File: src/rtl/pipe_front_regs_pkg.sv
// Shared types and constants for the front-end pipeline register bank.
package pipe_front_regs_pkg;

  localparam int unsigned XLEN = 32;
  localparam int unsigned ILEN = 32;
  localparam logic [ILEN-1:0] NOP_INSTR = 32'h0000_0013;  // addi x0,x0,0

  typedef logic [XLEN-1:0] pc_t;

  typedef struct packed {
    logic [ILEN-1:0] instr;
    pc_t             pc;
    pc_t             pc_plus4;
    logic            valid;
  } dc_reg_t;

  typedef struct packed {
    pc_t  pc;
    pc_t  pc_plus4;
    logic valid;
  } ex_pc_reg_t;

endpackage

File: src/rtl/pipe_front_regs_sat_counter.sv
// Saturating up-counter: counts cycles with inc_i high and sticks at all-ones.
module sat_counter #(
  parameter int unsigned W = 32
) (
  input  logic         clk_i,
  input  logic         rst_ni,
  input  logic         inc_i,
  output logic [W-1:0] cnt_o
);

  always_ff @(posedge clk_i or negedge rst_ni) begin
    if (!rst_ni) begin
      cnt_o <= '0;
    end else if (inc_i && (cnt_o != '1)) begin
      cnt_o <= cnt_o + W'(1);
    end
  end

endmodule

File: src/rtl/pipe_front_regs.sv
// Fetch PC, fetch->decode and decode->execute registers with stall/flush/redirect
// handling, plus saturating stall and redirect counters.
module pipe_front_regs
  import pipe_front_regs_pkg::NOP_INSTR;
  import pipe_front_regs_pkg::ILEN;
  import pipe_front_regs_pkg::dc_reg_t;
  import pipe_front_regs_pkg::ex_pc_reg_t;
#(
  parameter int unsigned     XLEN     = 32,
  parameter logic [XLEN-1:0] RESET_PC = '0,
  parameter int unsigned     CNT_W    = 32
) (
  input  logic             clk_i,
  input  logic             rst_ni,
  input  logic             stall_ft_i,
  input  logic             stall_dc_i,
  input  logic             flush_dc_i,
  input  logic             flush_ex_i,
  input  logic             pc_src_ex_i,
  input  logic [XLEN-1:0]  pc_target_ex_i,
  input  logic [ILEN-1:0]  instr_ft_i,
  output logic [XLEN-1:0]  pc_ft_o,
  output logic [ILEN-1:0]  instr_dc_o,
  output logic [XLEN-1:0]  pc_dc_o,
  output logic [XLEN-1:0]  pc_plus4_dc_o,
  output logic             valid_dc_o,
  output logic [XLEN-1:0]  pc_ex_o,
  output logic [XLEN-1:0]  pc_plus4_ex_o,
  output logic             valid_ex_o,
  output logic [CNT_W-1:0] stall_cycles_o,
  output logic [CNT_W-1:0] redirect_cnt_o
);

  // The register payload structs are sized by the package XLEN.
  if (XLEN != pipe_front_regs_pkg::XLEN) begin : g_bad_xlen
    $error("pipe_front_regs: XLEN must match pipe_front_regs_pkg::XLEN");
  end

  localparam dc_reg_t    DC_BUBBLE = '{instr: NOP_INSTR, pc: '0, pc_plus4: '0, valid: 1'b0};
  localparam ex_pc_reg_t EX_BUBBLE = '{pc: '0, pc_plus4: '0, valid: 1'b0};

  logic [XLEN-1:0] pc_ft;
  dc_reg_t         dc_reg;
  ex_pc_reg_t      ex_reg;

  // Fetch PC: redirect beats stall; sequential advance wraps modulo 2^XLEN.
  always_ff @(posedge clk_i or negedge rst_ni) begin
    if (!rst_ni) begin
      pc_ft <= RESET_PC;
    end else if (pc_src_ex_i) begin
      pc_ft <= pc_target_ex_i;
    end else if (!stall_ft_i) begin
      pc_ft <= pc_ft + XLEN'(4);
    end
  end

  // Fetch->decode: flush beats stall; pc_plus4 is stored, not recomputed.
  always_ff @(posedge clk_i or negedge rst_ni) begin
    if (!rst_ni) begin
      dc_reg <= DC_BUBBLE;
    end else if (flush_dc_i) begin
      dc_reg <= DC_BUBBLE;
    end else if (!stall_dc_i) begin
      dc_reg <= '{instr: instr_ft_i, pc: pc_ft, pc_plus4: pc_ft + XLEN'(4), valid: 1'b1};
    end
  end

  // Decode->execute never holds; hazards insert bubbles here instead.
  always_ff @(posedge clk_i or negedge rst_ni) begin
    if (!rst_ni) begin
      ex_reg <= EX_BUBBLE;
    end else if (flush_ex_i) begin
      ex_reg <= EX_BUBBLE;
    end else begin
      ex_reg <= '{pc: dc_reg.pc, pc_plus4: dc_reg.pc_plus4, valid: dc_reg.valid};
    end
  end

  sat_counter #(.W(CNT_W)) u_stall_cnt (
    .clk_i  (clk_i),
    .rst_ni (rst_ni),
    .inc_i  (stall_dc_i & ~flush_dc_i),
    .cnt_o  (stall_cycles_o)
  );

  sat_counter #(.W(CNT_W)) u_redirect_cnt (
    .clk_i  (clk_i),
    .rst_ni (rst_ni),
    .inc_i  (pc_src_ex_i),
    .cnt_o  (redirect_cnt_o)
  );

  assign pc_ft_o       = pc_ft;
  assign instr_dc_o    = dc_reg.instr;
  assign pc_dc_o       = dc_reg.pc;
  assign pc_plus4_dc_o = dc_reg.pc_plus4;
  assign valid_dc_o    = dc_reg.valid;
  assign pc_ex_o       = ex_reg.pc;
  assign pc_plus4_ex_o = ex_reg.pc_plus4;
  assign valid_ex_o    = ex_reg.valid;

endmodule

File: config.mk
export PLATFORM = sky130hd
export DESIGN_NAME = pipe_front_regs
export DESIGN_NICKNAME = d
export VERILOG_FILES = /design/src/rtl/pipe_front_regs_pkg.sv /design/src/rtl/pipe_front_regs_sat_counter.sv /design/src/rtl/pipe_front_regs.sv
export SDC_FILE = /design/constraint.sdc
export NUM_CORES = 1
export LEC_CHECK = 0
export CAP_MARGIN = 20
export CORE_MARGIN = 2
export CORE_UTILIZATION = 40
export CTS_CLUSTER_DIAMETER = 200
export DETAILED_ROUTE_END_ITERATION = 16
export PLACE_DENSITY = 0.73
export SYNTH_ARGS = -nofsm -noshare
export SYNTH_HDL_FRONTEND = slang
export SYNTH_SLANG_ARGS = --single-unit
File: constraint.sdc
create_clock -name clk_i -period 2.45 [get_ports clk_i]
set_input_delay 0.245 -clock clk_i [delete_from_list [all_inputs] [get_ports clk_i]]
set_output_delay 0.245 -clock clk_i [all_outputs]
set_load 0.05 [all_outputs]
==> impl_metrics.py, run 1 <==
metrics = {
    "synth": {
        "synth_top_area_share_pct": 56.5,
        "synthTopCellsByArea": "dfrtp_1, mux2i_1, xnor2_1, nor2_1, nor2b_1",
        "yosys.area.top_type": "dfrtp_1",
        "synth_edf_count": 0,
        "synth_cells": 1028,
        "ys_seq_area_share_pct": 57.2,
        "yosysMostFrequentCell": "dfrtp_1",
        "ys_warn_count": 0,
        "syn_area_um2": 11100,
        "syn-num-nets": 1102,
        "yosys_register_bits": 254,
        "synth_ff_type": "dfrtp_1",
        "synth_commonest_cells": "dfrtp_1, nor2_1, nand2_1",
        "yosysUniqueCellTypes": 57,
        "async_reset_ff_share_pct": 100,
        "synth_area_per_cell_um2": 10.8,
    },
    "timing": {
        "tightest_slew_ns": 0.740,
        "rsz0062_at_grt": "no",
        "relSlewSlack_pct": 50.6,
        "finalSetupTns_ns": 0,
        "setup_viol": 0,
        "hold_slack_ns": 0.0749,
        "fin_crit_sh_pct": 93.0,
        "finalClockSkew_ns": 0.00911,
        "period_minus_slack_ns": 2.28,
        "hold_viol": 0,
        "slew_violations": 0,
        "fmax_mhz": 439,
    },
    "global_routing": {
        "grt_start_max_net_pins": 75,
        "grt_pass1_vias": 8576,
        "grt_use_met3_pct": 4.19,
        "grt_use_met1_pct": 28.8,
        "grt_busiest_layer": "met2",
        "grt_first_pass_wirelength_mm": 47.7,
        "antenna_found_initial": 1,
        "grt.overflow.total": 0,
        "grt.total_usage_pct": 20.7,
        "gr-usage-met2_pct": 32.7,
    },
    "route": {
        "drc": 0,
        "wl_mm": 30.5,
        "drt-vias-per-instance": 4.93,
        "postRouteAntennaNets": 0,
        "initialDrtViolationCount": 467,
        "wl_per_cell_um": 17.4,
        "num_vias": 8644,
        "drtPass1Iterations": 4,
    },
    "floorplanning": {
        "ios": 329,
        "num_rows": 61,
        "die_y_um": 171,
        "fp.dieW_um": 171,
        "core_um2": 27600,
        "initial_utilization_pct": 40.3,
        "dieArea_um2": 29100,
    },
    "power": {
        "peakVddDrop_uv": 886,
        "p_per_area_nw_per_um2": 744,
        "leakage_nw": 6.82,
    },
    "placement": {
        "port_buffers": 328,
        "hpwl_mm": 22.2,
        "dpl_cell_area_um2": 14900,
        "gp_congestion": 0.821,
    },
    "setup_path": {
        "cp_top_family": "buffers and inverters",
        "path_class": "register to primary output",
        "start_kind": "register",
        "cp_slowest_cell": "clkdlybuf4s50_1",
        "critPathMaxStageDelay_ns": 0.81,
        "crit_chain": "buf_4 -> clkdlybuf4s50_1",
        "critical_path_arrival_ns": 2.03,
        "crit_path_end_kind": "primary output",
        "crit_fanout": 7,
        "crit_required_ns": 2.20,
        "crit_buf_inv": 2,
    },
    "status": {
        "status": "complete, no violations",
    },
    "cells_and_area": {
        "fillers": 2397,
        "drive_above_1_share_pct": 7.50,
        "finish.instance_area_um2": 15800,
        "area_growth_pct": 42.2,
        "final_util_pct": 57.3,
        "fin_nets": 1428,
    },
    "clocking": {
        "cts_tree": "built",
        "clk_latency_ns": 0.56,
        "root_buffer": "clkbuf_16",
        "cts_buffers": 29,
        "cts_buffer_depth": 3,
        "path_clk_slew_ns": 0.06,
        "cts.sinks": 254,
        "h-tree-depth": 1,
    },
    "run": {
        "max_cap_violations": 0,
    },
    "worst_hold_path": {
        "hold_path_class": "primary input to register",
    },
}
registers in the layout, summed over array words and instances (netlist names):
register	count
instr_dc_o	32
pc_dc_o	32
pc_ex_o	30
pc_ft_o	32
pc_plus4_dc_o	30
pc_plus4_ex_o	32
u_redirect_cnt.cnt_o	32
u_stall_cnt.cnt_o	32
valid_dc_o	1
valid_ex_o	1
report_power, final:
| group | total (mW) | leakage [nW] | switching (mW) | internal [mW] |
|---|---|---|---|---|
| Sequential | 4.84 | 3.34 | 0.339 | 4.51 |
| Combinational | 2.77 | 3.04 | 1.80 | 0.972 |
| Clock | 4.14 | 0.445 | 1.68 | 2.45 |
final cells by class:
cell class / instances / area, µm² / share of cell area (%)
Multi-Input combinational cell: 692 / 4400 / 27.9
Sequential cell: 254 / 6360 / 40.3
Clock buffer: 49 / 891 / 5.64
Tap cell: 378 / 473 / 2.99
Antenna cell: 2 / 5.00 / 0.0317
Clock inverter: 2 / 27.5 / 0.174
Timing Repair Buffer: 362 / 3580 / 22.7
Inverter: 15 / 56.3 / 0.356
cells by family (layout without fill, tap and decap cells):
kind of cell | Yosys count | count (layout) | synth area share, %
simple gates | 431 | 431 | 19.8
flops | 254 | 254 | 57.2
xor+xnor | 111 | 111 | 8.75
buf+inv | 82 | 428 | 3.14
compound gates | 76 | 76 | 4.29
mux | 71 | 71 | 6.45
fa+ha+maj | 3 | 3 | 0.338
other cells | 0 | 2 | 0
worst paths after layout:
path                                              startpoint                                   end  slack [ns]  cells past startpoint
setup / recovery                     pc_ft_o[13]$_DFFE_PN0N_                           pc_ft_o[13]        0.17                      2
hold / removal                                    flush_dc_i             instr_dc_o[0]$_DFFE_PN1N_        0.07                      3
setup reg to reg           u_stall_cnt.cnt_o[25]$_DFFE_PN0P_      u_stall_cnt.cnt_o[9]$_DFFE_PN0P_        0.21                      6
hold reg to reg             u_stall_cnt.cnt_o[0]$_DFFE_PN0P_      u_stall_cnt.cnt_o[0]$_DFFE_PN0P_        0.51                      1
max in group asynchronous                             rst_ni  u_redirect_cnt.cnt_o[24]$_DFFE_PN0P_        1.44                      3
min in group asynchronous                             rst_ni                 pc_ex_o[23]$_DFF_PN0_        0.25                      2
worst reg2reg max path: stages, from the launching register on:
cell and delay [ns]:
dfrtp_1 0.40, nand3_1 0.21, or4_1 0.67, o311ai_4 0.41
buf_4 0.22, nor4_1 0.06, xor2_1 0.15
what timing repair did:
| action | 4_1_cts | 5_1_grt |
|---|---|---|
| buffers inserted | 0 | 0 |
| gates resized for setup | 0 | 0 |
| hold buffers | 1 | 0 |
| endpoints found under the hold margin | 66 | 0 |
per-stage QoR:
stage | power (mW) | std cells | worst slack (ns)
CTS | 11.9 | 1752 | 0.162
global route | 12.2 | 1753 | 0.0738
detailed placement | 7.70 | 1700 | 0.214
finish | 11.8 | 1754 | 0.171
global placement | 7.67 | 1700 | 0.276
floorplan | 6.57 | 1028 | 0.000990
layer usage:
layer  share of wire (%)  wire, µm  up-vias
met5                   0         0        -
met4                 3.1       943        0
met3                 6.1      1860       58
met2                  46     13900      262
met1                  45     13800     4190
li1                    -         -     4134
layout by cell type (no fill, tap or decap), types with 11 or more instances in the layout:
master	Yosys	layout
clkdlybuf4s50_1	0	323
clkbuf_1	42	11
nor2b_1	66	66
nor4_1	25	25
buf_4	5	31
xor2_1	40	40
nand4_1	29	29
nand3_1	26	26
mux2i_1	66	66
a21oi_1	12	12
nor2_1	122	122
a211oi_1	16	16
inv_1	14	14
o21ai_0	27	27
clkbuf_16	0	29
dfrtp_1	251	249
nor3_1	38	38
xnor2_1	71	71
nand2_1	84	84
No activity file was read; power rests on OpenSTA's default activity.
==> inputs of run 2 (changes only) <==
--- a/config.mk
+++ b/config.mk
@@ -5,7 +5,7 @@
 export SDC_FILE = /design/constraint.sdc
 export NUM_CORES = 1
 export LEC_CHECK = 0
-export CAP_MARGIN = 20
+export CAP_MARGIN = 10
 export CORE_MARGIN = 2
 export CORE_UTILIZATION = 40
 export CTS_CLUSTER_DIAMETER = 200
==> results of run 2 <==
No change in the layout: final DEF, timing and power equal those of run 1.
